[config.mk]
export PLATFORM = sky130hd
export DESIGN_NAME = ahb_mst_arbiter
export DESIGN_NICKNAME = d
export VERILOG_FILES = /design/src/rtl/ahb_mst_arbiter.sv
export SDC_FILE = /design/constraint.sdc
export NUM_CORES = 1
export LEC_CHECK = 0
export CAP_MARGIN = 20
export CORE_AREA = 2 2 132 134
export DETAILED_ROUTE_END_ITERATION = 8
export DIE_AREA = 0 0 134 136
export PLACE_DENSITY = 0.76
export SETUP_SLACK_MARGIN = 0.2
export SLEW_MARGIN = 5
export SYNTH_ARGS = -nofsm -noshare
export SYNTH_HDL_FRONTEND = slang
export SYNTH_SLANG_ARGS = --single-unit
[constraint.sdc]
create_clock -name clk -period 6.31 [get_ports clk]
set_input_delay 0.9465 -clock clk [delete_from_list [all_inputs] [get_ports clk]]
set_output_delay 0.9465 -clock clk [all_outputs]
set_load 0.005 [all_outputs]
[src/rtl/ahb_mst_arbiter.sv]
// Two-master AHB-Lite arbiter: zero-cycle address-phase arbitration with priority,
// round-robin and bounded lock, plus a per-master read holding buffer.

`ifndef HADDR_BUS
`define HADDR_BUS [31:0]
`endif
`ifndef HDATA_BUS
`define HDATA_BUS [31:0]
`endif

module ahb_mst_arbiter #(
    parameter int LOCK_MAX = 4
) (
    input  logic            clk,
    input  logic            rst,
    input  logic            m0_hsel_i,
    input  logic [1:0]      m0_htrans_i,
    input  logic `HADDR_BUS m0_haddr_i,
    input  logic `HDATA_BUS m0_hwdata_i,
    input  logic            m0_hwrite_i,
    input  logic [2:0]      m0_hsize_i,
    input  logic [2:0]      m0_hburst_i,
    input  logic [3:0]      m0_hprot_i,
    input  logic            m0_hmastlock_i,
    input  logic            m0_priority_i,
    output logic            m0_hready_o,
    output logic            m0_hresp_o,
    output logic `HDATA_BUS m0_hrdata_o,
    input  logic            m1_hsel_i,
    input  logic [1:0]      m1_htrans_i,
    input  logic `HADDR_BUS m1_haddr_i,
    input  logic `HDATA_BUS m1_hwdata_i,
    input  logic            m1_hwrite_i,
    input  logic [2:0]      m1_hsize_i,
    input  logic [2:0]      m1_hburst_i,
    input  logic [3:0]      m1_hprot_i,
    input  logic            m1_hmastlock_i,
    input  logic            m1_priority_i,
    output logic            m1_hready_o,
    output logic            m1_hresp_o,
    output logic `HDATA_BUS m1_hrdata_o,
    output logic            slv_hsel_o,
    output logic [1:0]      slv_htrans_o,
    output logic `HADDR_BUS slv_haddr_o,
    output logic `HDATA_BUS slv_hwdata_o,
    output logic            slv_hwrite_o,
    output logic [2:0]      slv_hsize_o,
    output logic [2:0]      slv_hburst_o,
    output logic [3:0]      slv_hprot_o,
    output logic            slv_hmastlock_o,
    input  logic            slv_hready_i,
    input  logic            slv_hresp_i,
    input  logic `HDATA_BUS slv_hrdata_i
);

    localparam logic [3:0] LOCK_LIM = 4'(LOCK_MAX);

    logic [1:0]      req;
    logic [1:0]      lock_req;
    logic [1:0]      pri;
    logic            any_req;
    logic            win;
    logic            lock_hold;
    logic [1:0]      mst_rdy;

    logic            dvalid;
    logic            down;
    logic            last;
    logic [3:0]      lock_cnt;
    logic [1:0]      hold_v;
    logic [1:0]      hold_resp;
    logic `HDATA_BUS hold_data [2];

    assign req      = {m1_hsel_i & m1_htrans_i[1], m0_hsel_i & m0_htrans_i[1]};
    assign lock_req = {m1_hmastlock_i, m0_hmastlock_i};
    assign pri      = {m1_priority_i, m0_priority_i};
    assign any_req  = |req;

    // A locked previous owner keeps the bus until it has used up its lock budget.
    always_comb begin
        lock_hold = req[last] & lock_req[last] & (lock_cnt < LOCK_LIM);
        win       = 1'b0;
        if (lock_hold) begin
            win = last;
        end else if (req == 2'b01) begin
            win = 1'b0;
        end else if (req == 2'b10) begin
            win = 1'b1;
        end else if (req == 2'b11) begin
            if (pri[0] != pri[1]) begin
                win = pri[1];
            end else begin
                win = ~last;
            end
        end
    end

    always_comb begin
        slv_hsel_o      = 1'b0;
        slv_htrans_o    = 2'b00;
        slv_haddr_o     = '0;
        slv_hwrite_o    = 1'b0;
        slv_hsize_o     = 3'b000;
        slv_hburst_o    = 3'b000;
        slv_hprot_o     = 4'b0000;
        slv_hmastlock_o = 1'b0;
        if (any_req && !rst) begin
            if (win) begin
                slv_hsel_o      = m1_hsel_i;
                slv_htrans_o    = m1_htrans_i;
                slv_haddr_o     = m1_haddr_i;
                slv_hwrite_o    = m1_hwrite_i;
                slv_hsize_o     = m1_hsize_i;
                slv_hburst_o    = m1_hburst_i;
                slv_hprot_o     = m1_hprot_i;
                slv_hmastlock_o = m1_hmastlock_i;
            end else begin
                slv_hsel_o      = m0_hsel_i;
                slv_htrans_o    = m0_htrans_i;
                slv_haddr_o     = m0_haddr_i;
                slv_hwrite_o    = m0_hwrite_i;
                slv_hsize_o     = m0_hsize_i;
                slv_hburst_o    = m0_hburst_i;
                slv_hprot_o     = m0_hprot_i;
                slv_hmastlock_o = m0_hmastlock_i;
            end
        end
    end

    assign slv_hwdata_o = down ? m1_hwdata_i : m0_hwdata_i;

    assign mst_rdy[0] = slv_hready_i & ~rst & (~req[0] | (win == 1'b0));
    assign mst_rdy[1] = slv_hready_i & ~rst & (~req[1] | (win == 1'b1));
    assign m0_hready_o = mst_rdy[0];
    assign m1_hready_o = mst_rdy[1];

    // A buffered read takes precedence over the live bus until its master is ready.
    assign m0_hrdata_o = hold_v[0] ? hold_data[0] : slv_hrdata_i;
    assign m1_hrdata_o = hold_v[1] ? hold_data[1] : slv_hrdata_i;
    assign m0_hresp_o  = hold_v[0] ? hold_resp[0] : (dvalid & ~down & slv_hresp_i);
    assign m1_hresp_o  = hold_v[1] ? hold_resp[1] : (dvalid & down & slv_hresp_i);

    always_ff @(posedge clk) begin
        if (rst) begin
            dvalid    <= 1'b0;
            down      <= 1'b0;
            last      <= 1'b1;
            lock_cnt  <= 4'd0;
            hold_v    <= 2'b00;
            hold_resp <= 2'b00;
        end else if (slv_hready_i) begin
            dvalid <= any_req;
            down   <= win;
            if (any_req) begin
                last <= win;
            end
            if (any_req && (win == last)) begin
                lock_cnt <= (lock_cnt == 4'hF) ? 4'hF : lock_cnt + 4'd1;
            end else begin
                lock_cnt <= 4'd0;
            end
            for (int m = 0; m < 2; m++) begin
                if (dvalid && (down == 1'(m)) && !mst_rdy[m]) begin
                    hold_v[m]    <= 1'b1;
                    hold_data[m] <= slv_hrdata_i;
                    hold_resp[m] <= slv_hresp_i;
                end else if (hold_v[m] && mst_rdy[m]) begin
                    hold_v[m] <= 1'b0;
                end
            end
        end
    end

endmodule

==> out/results.ini <==
[cells_and_area]
nets = 939
drive_gt1_share_pct = 17.1
fin_area_um2 = 8320
final_core_util_pct = 49.3
final_cell_mix = clkdlybuf4s50_1, nand2_1, mux2_2
final_common_cell = clkdlybuf4s50_1
area_growth_pct = 87.6

[timing]
tightest_slew_ns = 0.983
post-route-period-util_pct = 75.0
fin_worst_skew_ns = 0.00651
finalCriticalPeriod_ns = 4.73
setup-tns-final_ns = 0
rsz0062_at_grt = false
hold_ws_ns = 0.491
hold_viol = 0
setup_viol = 0
slew_headroom_pct = 34.5
fmax_mhz = 211
drv_slew = 0

[pwr]
powerDensity_nw_per_um2 = 167
peakVddDrop_v = 0.000119
total_power_uw = 1390
p_leak_uw = 0.00290

[grt]
grt_pass1_wl_um = 24400
antenna_found_initial = 1
track_usage_pct = 17.4
grt_pass1_vias = 4355
grt_overflow = 0
grt_max_degree = 46

[floorplanning]
core.rowCount = 48
fp.dieW_um = 134
start_util_pct = 26.3
core_area_um2 = 16900
io_pins = 343
die_y_um = 136
die_area_um2 = 18200

[placement]
place.port_buffers = 342
dpl.hpwl_um = 13400
gp_congestion = 0.907
dpl_cell_area_um2 = 8030

[synth]
synth_seq_cells = 75
syn_inst = 415
synth_enable_flop_cells = 64
ys_seq_area_share_pct = 48.3
syn_nets = 612
syn_avg_cell_area_um2 = 10.7
syn-cell-area_um2 = 4440
synth-warning-count = 0
async_reset_ff_share_pct = 0
synth-main-ff-cell = edfxtp_1
ys_types = 40

[clock_network]
cts-buffers-inserted = 9
htreeDepth = 3
cts_sinks = 75
cts_setup_buffers = 0
cts_resized = 0
clockBufferDepth = 2
cts_tree = done
clk_pin_slew_ns = 0.06
hold_buffers = 0
cts-root-buf = clkbuf_16
clk_latency_ns = 0.32

[run_status]
outcome = complete, no violations

[job]
drv_cap = 0

[route]
num_vias = 4450
drc = 0
drt_pass1_iterations = 4
drt-total-wl_um = 16900
ant_nets = 0
wire_per_inst_um = 17.4
drt_iter0_markers = 145
routed_via_density = 4.57

[setup_path]
cp.required_ns = 5.36
crit_path_start_kind = input port
path_class = in -> out
worstPathArrival_ns = 3.78
crit_path_max_fanout = 28
end_kind = output port

[worst_hold_path]
hold_path_class = reg -> reg

==> per-layer routing <==
layer  global-route usage [%]  vias to the layer above  wire (um)  part of all wire (%)
met5                        0                        -          0                     0
met4                     6.56                        0        612                   3.6
met3                     4.47                       23       1200                   7.1
met2                     31.9                      209       8660                    51
met1                     19.3                     2043       6430                    38
li1                         -                     2175          -                     -
==> cells by family (layout without fill, tap and decap cells) <==
kind of cell             after synthesis  in the layout  share of synthesized area [%]
AND/OR/NAND/NOR                      134            134                           12.7
multiplexers                          98             98                           24.8
flip-flops                            75             75                           48.3
AO/OA/AOI/OAI                         73             73                           9.87
buffers and inverters                 34            366                           4.03
adder cells (fa/ha/maj)                1              1                          0.282
other                                  0              1                              0
==> worst max-delay path, cell delays in order <==
cell and delay [ns]:
clkdlybuf4s50_1 0.43, nor3b_1 0.16, or3_1 0.46, a31oi_4 0.66
buf_4 0.35, nand2_1 0.09, a21oi_1 0.15, clkdlybuf4s50_1 0.52
==> state kept, by name, summed over array words and instances, names as in the netlist <==
register   flops
down           1
hold_v         2
last           1
lock_cnt       4
dvalid         1
hold_data     64
hold_resp      2
==> cells in the mapped netlist, drive strengths merged, types with 2 or more instances <==
cell | number | share of area [%]
a31oi | 8 | 1.5
inv | 2 | 0.17
nand2 | 100 | 8.5
nor3b | 2 | 0.34
a21oi | 50 | 6.0
buf | 19 | 2.8
clkbuf | 13 | 1.1
nand2b | 2 | 0.28
nand3 | 6 | 0.68
dfxtp | 11 | 5.0
nor2b | 3 | 0.42
and2 | 3 | 0.42
mux2i | 2 | 0.45
o21ai | 5 | 0.56
nor2 | 10 | 0.85
edfxtp | 64 | 43
or3 | 2 | 0.28
a211oi | 2 | 0.34
mux2 | 96 | 24
==> metrics by stage <==
stage                     instances  setup WS [ns]
after global placement          956           1.65
after CTS                       972           1.57
final                           973           1.58
after floorplan                 415          0.799
after detailed placement        956           1.58
after global routing            973           1.43
==> area by class of cell <==
cell class                 instances  area [um2]
clock buffer                       9         225
multi-input combinational        306        2130
inverter                           2        7.51
clock inverter                     7        65.1
timing repair buffer             348        3470
tap                              225         282
antenna                            1        2.50
sequential                        75        2140
fill                            1543        8560
==> path summary, 6_finish.rpt <==
check	slack (ns)	to	from	cells past startpoint
max	1.58	slv_haddr_o[17]	m0_hmastlock_i	8
min	0.49	lock_cnt[1]	lock_cnt[1]	2
max reg2reg	3.99	hold_data[0][13]	lock_cnt[2]	5
min reg2reg	0.49	lock_cnt[1]	lock_cnt[1]	2
==> report_power, final <==
part | internal [uW] | leakage [uW] | switching (uW)
Clock | 277 | 0.000141 | 216
Sequential | 539 | 0.000665 | 5.30
Combinational | 240 | 0.00209 | 116
Total | 1060 | 0.00290 | 337
(Power assumes the default switching activity.)
